`config.mk`:
```
export PLATFORM = sky130hd
export DESIGN_NAME = nes_joypad_port
export DESIGN_NICKNAME = d
export VERILOG_FILES = /design/src/rtl/nes_joypad_pkg.sv /design/src/rtl/nes_joypad_shifter.sv /design/src/rtl/nes_joypad_port.sv
export SDC_FILE = /design/constraint.sdc
export NUM_CORES = 1
export LEC_CHECK = 0
export ABC_AREA = 1
export CAP_MARGIN = 20
export CORE_UTILIZATION = 38
export CTS_CLUSTER_SIZE = 10
export DETAILED_ROUTE_END_ITERATION = 12
export GPL_TIMING_DRIVEN = 0
export HOLD_SLACK_MARGIN = 0.02
export SLEW_MARGIN = 20
export SYNTH_ARGS = -nofsm -noshare
export SYNTH_HDL_FRONTEND = slang
export SYNTH_HIERARCHICAL = 1
export SYNTH_SLANG_ARGS = --single-unit
```
`constraint.sdc`:
```
create_clock -name Clk -period 2.05 [get_ports Clk]
set_clock_uncertainty 0.15 [all_clocks]
set_input_delay 0.41 -clock Clk [delete_from_list [all_inputs] [get_ports Clk]]
set_output_delay 0.41 -clock Clk [all_outputs]
set_load 0.01 [all_outputs]
```
`src/rtl/nes_joypad_pkg.sv`:
```
// ============================================================================
// nes_joypad_pkg : button/keycode tables, shifter states and mapping helpers
// Rev 1.0
// ============================================================================
`default_nettype none

package nes_joypad_pkg;

  typedef enum logic [2:0] {
    BTN_A      = 3'd0,
    BTN_B      = 3'd1,
    BTN_SELECT = 3'd2,
    BTN_START  = 3'd3,
    BTN_UP     = 3'd4,
    BTN_DOWN   = 3'd5,
    BTN_LEFT   = 3'd6,
    BTN_RIGHT  = 3'd7
  } btn_e;

  typedef logic [7:0][7:0] key_table_t;

  // Index n holds the HID keycode for button bit n (MSB entry = Right)
  localparam key_table_t P1_KEYS = {8'h07, 8'h04, 8'h16, 8'h1A, 8'h0B, 8'h0A, 8'h0E, 8'h0D};
  localparam key_table_t P2_KEYS = {8'h4F, 8'h50, 8'h51, 8'h52, 8'h28, 8'h2D, 8'h36, 8'h37};

  localparam int unsigned NUM_SLOTS = 6;

  typedef enum logic [1:0] {
    ST_LOAD  = 2'd0,
    ST_SHIFT = 2'd1,
    ST_EMPTY = 2'd2
  } shifter_state_e;

  function automatic logic [7:0] map_keys(input logic [47:0] keys, input key_table_t tbl);
    logic [7:0] btn;
    btn = '0;
    for (int b = 0; b < 8; b++) begin
      for (int s = 0; s < NUM_SLOTS; s++) begin
        if (keys[8*s +: 8] == tbl[b]) btn[b] = 1'b1;
      end
    end
    return btn;
  endfunction

  function automatic logic [7:0] mask_opposite(input logic [7:0] btn);
    logic [7:0] m;
    m = btn;
    if (btn[BTN_UP] && btn[BTN_DOWN]) begin
      m[BTN_UP]   = 1'b0;
      m[BTN_DOWN] = 1'b0;
    end
    if (btn[BTN_LEFT] && btn[BTN_RIGHT]) begin
      m[BTN_LEFT]  = 1'b0;
      m[BTN_RIGHT] = 1'b0;
    end
    return m;
  endfunction

endpackage

`default_nettype wire

```
`src/rtl/nes_joypad_shifter.sv`:
```
// ============================================================================
// nes_joypad_shifter : one controller's latch / serial shift register
// Rev 1.0
// ============================================================================
`default_nettype none

module nes_joypad_shifter
  import nes_joypad_pkg::*;
(
  input  logic       clk_i,
  input  logic       rst_i,
  input  logic [7:0] buttons_i,
  input  logic       strobe_i,
  input  logic       rd_i,
  output logic       serial_o
);

  shifter_state_e state_q, state_d;
  logic [7:0]     sr_q, sr_d;
  logic [3:0]     cnt_q, cnt_d;

  always_ff @(posedge clk_i or posedge rst_i) begin
    if (rst_i) begin
      state_q <= ST_EMPTY;
      sr_q    <= 8'hFF;
      cnt_q   <= 4'd8;
    end else begin
      state_q <= state_d;
      sr_q    <= sr_d;
      cnt_q   <= cnt_d;
    end
  end

  always_comb begin
    state_d = state_q;
    sr_d    = sr_q;
    cnt_d   = cnt_q;
    if (strobe_i) begin
      state_d = ST_LOAD;
      sr_d    = buttons_i;
      cnt_d   = 4'd0;
    end else begin
      case (state_q)
        // LOAD with strobe low is the first shift cycle after the latch closed
        ST_LOAD, ST_SHIFT: begin
          state_d = ST_SHIFT;
          if (rd_i) begin
            sr_d  = {1'b1, sr_q[7:1]};
            cnt_d = cnt_q + 4'd1;
            if (cnt_q == 4'd7) state_d = ST_EMPTY;
          end
        end
        ST_EMPTY: begin
          sr_d  = 8'hFF;
          cnt_d = 4'd8;
        end
        default: begin
          state_d = ST_EMPTY;
          sr_d    = 8'hFF;
          cnt_d   = 4'd8;
        end
      endcase
    end
  end

  assign serial_o = strobe_i ? buttons_i[0] : sr_q[0];

endmodule

`default_nettype wire

```
`src/rtl/nes_joypad_port.sv`:
```
// ============================================================================
// nes_joypad_port : NES $4016/$4017 controller ports driven from USB keycodes
// Rev 1.0
// ============================================================================
`default_nettype none

module nes_joypad_port
  import nes_joypad_pkg::*;
#(
  parameter bit         ALLOW_OPPOSITE = 1'b0,
  parameter logic [7:0] OPEN_BUS       = 8'h40
) (
  input  logic        Clk,
  input  logic        Reset,
  input  logic [47:0] keycodes,
  input  logic        cpu_addr,
  input  logic        cpu_rd,
  input  logic        cpu_wr,
  input  logic [7:0]  cpu_wdata,
  output logic [7:0]  cpu_rdata,
  output logic [7:0]  buttons_p1,
  output logic [7:0]  buttons_p2,
  output logic        strobe
);

  logic [47:0] keycodes_q;
  logic [7:0]  btn1_q, btn2_q, btn1_d, btn2_d;
  logic        strobe_q, strobe_d;
  logic [7:0]  rdata_q, rdata_d;
  logic        strobe_set, rd1, rd2, ser1, ser2;
  logic        unused_wdata;

  assign unused_wdata = ^cpu_wdata[7:1];

  always_comb begin
    btn1_d = map_keys(keycodes_q, P1_KEYS);
    btn2_d = map_keys(keycodes_q, P2_KEYS);
    if (!ALLOW_OPPOSITE) begin
      btn1_d = mask_opposite(btn1_d);
      btn2_d = mask_opposite(btn2_d);
    end
  end

  // A read coinciding with a strobe-setting write must not shift
  assign strobe_set = cpu_wr & ~cpu_addr & cpu_wdata[0];
  assign rd1        = cpu_rd & ~cpu_addr & ~strobe_set;
  assign rd2        = cpu_rd &  cpu_addr & ~strobe_set;

  always_comb begin
    strobe_d = strobe_q;
    rdata_d  = rdata_q;
    if (cpu_wr && !cpu_addr) strobe_d = cpu_wdata[0];
    if (cpu_rd) rdata_d = {OPEN_BUS[7:1], cpu_addr ? ser2 : ser1};
  end

  always_ff @(posedge Clk or posedge Reset) begin
    if (Reset) begin
      keycodes_q <= '0;
      btn1_q     <= '0;
      btn2_q     <= '0;
      strobe_q   <= 1'b0;
      rdata_q    <= {OPEN_BUS[7:1], 1'b0};
    end else begin
      keycodes_q <= keycodes;
      btn1_q     <= btn1_d;
      btn2_q     <= btn2_d;
      strobe_q   <= strobe_d;
      rdata_q    <= rdata_d;
    end
  end

  nes_joypad_shifter u_p1 (
    .clk_i     (Clk),
    .rst_i     (Reset),
    .buttons_i (btn1_q),
    .strobe_i  (strobe_q),
    .rd_i      (rd1),
    .serial_o  (ser1)
  );

  nes_joypad_shifter u_p2 (
    .clk_i     (Clk),
    .rst_i     (Reset),
    .buttons_i (btn2_q),
    .strobe_i  (strobe_q),
    .rd_i      (rd2),
    .serial_o  (ser2)
  );

  assign cpu_rdata  = rdata_q;
  assign buttons_p1 = btn1_q;
  assign buttons_p2 = btn2_q;
  assign strobe     = strobe_q;

endmodule

`default_nettype wire

```
## Word-level counts from Yosys, hierarchy flattened

Index checks and enable logic that the tools add are counted.

- Flip-flop bits (word level): 94

- Add/subtract/negate cells: 2
- Equal/unequal tests: 106
- Multiplexer cells: 123
- Bitwise logic cells: 8
- Reduce and logical (&&, ||, !) cells: 10

Operators by type and width:

| operator | count |
|---|---|
| $eq A8 B4 Y1 const B | 24 |
| $eq A8 B6 Y1 const B | 24 |
| $eq A8 B7 Y1 const B | 24 |
| $mux W1 | 99 |
| $eq A8 B3 Y1 const B | 12 |
| $eq A8 B5 Y1 const B | 12 |
| $mux W8 | 6 |
| $mux W4 | 6 |
| $mux W2 | 10 |
| $add A4 B1 Y4 const B | 2 |
| $eq A4 B3 Y1 const B | 2 |
| $pmux W2 S2 | 2 |
| $and A1 B1 Y1 | 6 |
| $ne A3 B3 Y1 const B | 2 |
| $logic_and A1 B1 Y1 | 5 |
| $eq A2 B1 Y1 const B | 2 |
| $eq A2 B2 Y1 const B | 2 |
| $logic_not A2 Y1 | 2 |
| $ne A2 B2 Y1 const B | 2 |
| $reduce_or A2 Y1 | 2 |
| $not A1 Y1 | 2 |
| $logic_not A1 Y1 | 1 |

## Logic depth before layout (Yosys ltp)

- Depth after elaboration: 9
- Mapped depth: 9
- Depth with buffers taken out: 9

## Hierarchy

The synthesis kept the hierarchy.

By module, submodules not included:

| module | times used | cells each | area each (µm²) |
|---|---|---|---|
| nes_joypad_port | 1 | 505 | 3,488.3 |
| nes_joypad_shifter | 2 | 76 | 643.1 |

## Worst setup path before layout

Ideal clock, no wire load.

- Path type: input -> register
- Start point: input cpu_addr
- End point: register u_p1.sr_q[6]
- Setup time: 0.072 ns
- Arrival time: 1.151 ns
- Data required time: 1.828 ns
- Slack: 0.677 ns
- Stages on the path: 8
- Path buffers: 0
- Cells stage by stage: inv_1 nand3_1 nand3_1 inv_1 inv_2 o21ai_0 o21ai_0 o21ai_1

- Word-level cells in the longest chain between the ends: 6
- Elaborated cells on any way between the ends: 7
- Those cells by class: 1 x eq/ne; 6 x bitwise

Ends and longest elaborated chain:

| element | RTL line | text |
|---|---|---|
| start, declared | nes_joypad_port.sv:16 | `input logic cpu_addr,` |
| $not A1 Y1 (*) | nes_joypad_port.sv:45, nes_joypad_port.sv:46 |  |
| $and A1 B1 Y1 (2 in series) | nes_joypad_port.sv:45 | `assign strobe_set = cpu_wr & ~cpu_addr & cpu_wdata[0];` |
| $not A1 Y1 | nes_joypad_port.sv:46 | `assign rd1 = cpu_rd & ~cpu_addr & ~strobe_set;` |
| $and A1 B1 Y1 (*) | nes_joypad_port.sv:46 |  |
| net rd1 | nes_joypad_port.sv:30 | `logic strobe_set, rd1, rd2, ser1, ser2;` |
| $ne A3 B3 Y1 (no source line) (*) | -- |  |
| end signal, assigned | nes_joypad_shifter.sv:29 | `sr_q <= sr_d;` |
| end, declared | nes_joypad_shifter.sv:19 | `logic [7:0] sr_q, sr_d;` |

Mark *: on every way through the listed nets, which the timed path passes. The rest lies on a longest branch.
A chain may end at the register's enable or synchronous reset.

## Worst setup path in the final report

- Start point: register btn2_q[0], in the netlist buttons_p2[0]
- End point: output buttons_p2[0]

RTL lines:

| element | RTL line | text |
|---|---|---|
| start, declared | nes_joypad_port.sv:27 | `logic [7:0] btn1_q, btn2_q, btn1_d, btn2_d;` |
| start signal, assigned | nes_joypad_port.sv:66 | `btn2_q <= btn2_d;` |
| end, declared | nes_joypad_port.sv:22 | `output logic [7:0] buttons_p2,` |

No word-level cell between the ends.

==> flow_summary.toml <==
[floorplanning]
core_area_um2 = 12100
ios = 86
floorplan.die.height_um = 114
initial_standard_cell_utilization_of_the_core = 0.394
fp.dieW_um = 114
placementRows = 40
die-area_um2 = 13000

[timing]
min_period_over_period = 0.895
setup_viol = 0
setup_total_negative_slack_ns = 0
max_clock_freq_mhz = 545
timing.slew.headroom = 0.516
hold_viol_final = 0
timing.final.max_slew_violations = 0
worst_slew_pin_slew_ns = 0.724
setup_repair_after_global_routing_missed_its_margin = "false"
final_period_minus_worst_setup_slack_ns = 1.84

[final_layout]
fin_nets = 809
area_delta_synth_final_pct = 27.4
antenna_cells_inserted = 0
drive_above_1_share = 0.0892
fill_cells = 1223
layout_commonest_cell = "sky130_fd_sc_hd__nand2_1"
final_cell_mix = "sky130_fd_sc_hd__nand2_1 (153), sky130_fd_sc_hd__nor2_1 (136), sky130_fd_sc_hd__inv_1 (98), sky130_fd_sc_hd__dfrtp_1 (71), sky130_fd_sc_hd__clkdlybuf4s50_1 (71)"

[grt]
grt_start_max_net_pins = 35
gr-usage-all-layers = 0.205
overflow = 0
first_pass_grt_wire_length_mm = 20.0
number_of_antenna_violations_at_the_first_check_in_global_routing = 0
via_count_of_the_first_global_routing_pass = 4250

[synthesis]
syn-mean-instance-area_um2 = 7.27
synth_top_family_by_area = "simple AND/OR/NAND/NOR gates"
synth_top_cells_by_area = "sky130_fd_sc_hd__dfrtp_1 (38%), sky130_fd_sc_hd__nand2_1 (12%), sky130_fd_sc_hd__dfstp_2 (11%)"
syn_area_um2 = 4770
synth.yosys.warnings = 6
synthDistinctLibCells = 23
post_synth_xor_area_fraction = 0.00367
synth-simple-area-share = 0.339
synth.yosys.seq_area_share = 0.487
synth-seq-cells = 92
post_synth_mux_area_share = 0
synth_fa_ha_area_frac = 0.00524
yosysTopAreaCellShare = 0.377
synth_top_area_cell = "sky130_fd_sc_hd__dfrtp_1"
synth_compound_gate_area_share = 0.0676
postSynthCellCount = 657

[job]
cap_violations = 0

[drt]
detailedRoute.firstIterationViolations = 192
post-route-drc-count = 0
drt-wirelength-per-cell_um = 13.4
final_antenna_net_count = 0
dr.pass1.iters = 5
post_drt_via_cell_ratio = 4.70
routed-via-count = 4318
detail_route.wirelength_mm = 12.3

[cts]
library_cell_used_as_clock_root_buffer = "sky130_fd_sc_hd__clkbuf_16"
clock_sinks = 92
clock_tree_buf_depth = 2
cts.reportedPaths.clkPinSlew_ns = 0.06
tritoncts = "done"
cts_hold_buf = 0
cts-buffers-inserted = 9
htree_num_levels = 3
clkLatencyLatePin_ns = 0.35

[setup_path]
cp.required_ns = 1.49
crit_path_cell_trace = "clkdlybuf4s50_1"
cell_family_with_the_largest_share_of_critical_path_delay = "buffers and inverters"
end_kind = "output pin"
critPathKind = "register to output pin"
slowest_stage = "sky130_fd_sc_hd__clkdlybuf4s50_1"
crit_buf_inv = 1
startpoint_type = "register"
critical-path-max-stage-delay_ns = 0.55
crit_arrival_ns = 1.28
worstPathMaxFanout = 3

[power]
power.static_leakage_nw = 3.02
cellPowerDensity_nw_per_um2 = 757
vdd_drop_max_mv = 0.594
finalPower_w = 0.00460

[outcome]
status = "complete, no violations"

[place]
post-dp-hpwl_mm = 10.1
io_buffer_count = 71
routabilityCongestion = 0.919

[hold_path]
worst_hold_path_type = "register to register"
[synthesized netlist by cell type]
master and n:
sky130_fd_sc_hd__nand2_1 153, sky130_fd_sc_hd__dfstp_2 20, sky130_fd_sc_hd__a21oi_1 12, sky130_fd_sc_hd__o21ai_1 14, sky130_fd_sc_hd__o21ai_0 35, sky130_fd_sc_hd__nand3_1 46
sky130_fd_sc_hd__o211ai_1 1, sky130_fd_sc_hd__nor2_4 5, sky130_fd_sc_hd__nand3b_1 1, sky130_fd_sc_hd__ha_1 2, sky130_fd_sc_hd__conb_1 2, sky130_fd_sc_hd__nand4_1 14
sky130_fd_sc_hd__inv_2 5, sky130_fd_sc_hd__inv_1 99, sky130_fd_sc_hd__nor3_1 18, sky130_fd_sc_hd__buf_4 7, sky130_fd_sc_hd__xnor2_1 2, sky130_fd_sc_hd__nand2_2 5
sky130_fd_sc_hd__nor2_1 136, sky130_fd_sc_hd__inv_4 2, sky130_fd_sc_hd__nor2_2 5, sky130_fd_sc_hd__dfrtp_1 72, sky130_fd_sc_hd__o22a_2 1
[metrics by stage]
stage          std cells  hold slack, ns  area, um2  worst slack, ns  utilization
4_1_cts              919           0.335       6080            0.199        0.502
3_5_place_dp         902           0.322       5740          -0.0119        0.474
2_1_floorplan        662           0.130       4800            0.677            -
5_1_grt              919           0.337       6080            0.121        0.502
3_3_place_gp         901           0.310       5720          -0.0422        0.472
6_report             919           0.329       6080            0.214        0.502
[path summary, 6_finish.rpt]
kind,startpoint,to,slack (ns),depth (start not counted)
worst max-delay path,buttons_p2[0],buttons_p2[0],0.21,1
worst min-delay path,u_p1/sr_q[1],u_p1/sr_q[1],0.33,2
worst max register to register,keycodes_q[40],buttons_p2[7],0.57,8
worst min register to register,u_p1/sr_q[1],u_p1/sr_q[1],0.33,2
max in group asynchronous,Reset,keycodes_q[8],0.72,3
min in group asynchronous,Reset,u_p1/cnt_q[2],0.36,2
[registers in the layout (all words and copies together), names as in the netlist, 4 cells and up]
signal / count
keycodes_q: 48
u_p2/sr_q: 8
u_p1/cnt_q: 4
u_p1/sr_q: 8
u_p2/cnt_q: 4
buttons_p2: 8
buttons_p1: 8
[what timing repair did]
item                                    in CTS  in global routing
resized for setup                            1                  0
endpoints found under the setup margin       1                  0
setup buffers                                1                  0
[area by class of cell]
class                      count  area [um2]  area share
clock inverter                 4        98.8      0.0163
tap                          168         210      0.0346
clock buffer                  12         236      0.0389
inverter                     106         407      0.0669
multi-input combinational    457        2010       0.331
sequential                    92        2330       0.383
timing repair buffer          73         738       0.121
buffer                         7        52.6     0.00864
[where the power goes]
part	total, W	switching [W]	leakage [nW]	internal (W)
registers	0.00212	0.0000963	1.10	0.00203
clock network	0.00185	0.000658	0.161	0.00119
logic	0.000628	0.000366	1.76	0.000263
total	0.00460	0.00112	3.02	0.00348
[layer usage]
layer  track usage  part of all wire  wire length [um]  up-vias
met5             0                 0                 0        -
li1              -                 -                 -     2204
met3        0.0376             0.038               470       22
met1         0.244              0.44              5400     1976
met4        0.0996             0.031               384        0
met2         0.356              0.49              6080      116
[logic make-up (layout without fill, tap and decap cells)]
logic type / count (synthesis) / count (layout)
adders and majority gates: 2 / 2
xor gates and xnor gates: 2 / 2
and+or+nand+nor: 383 / 383
AOI/OAI and AO/OA: 63 / 63
other: 2 / 7
DFF: 92 / 92
buffers and inverters: 113 / 202
No activity file was read; power rests on OpenSTA's default activity.
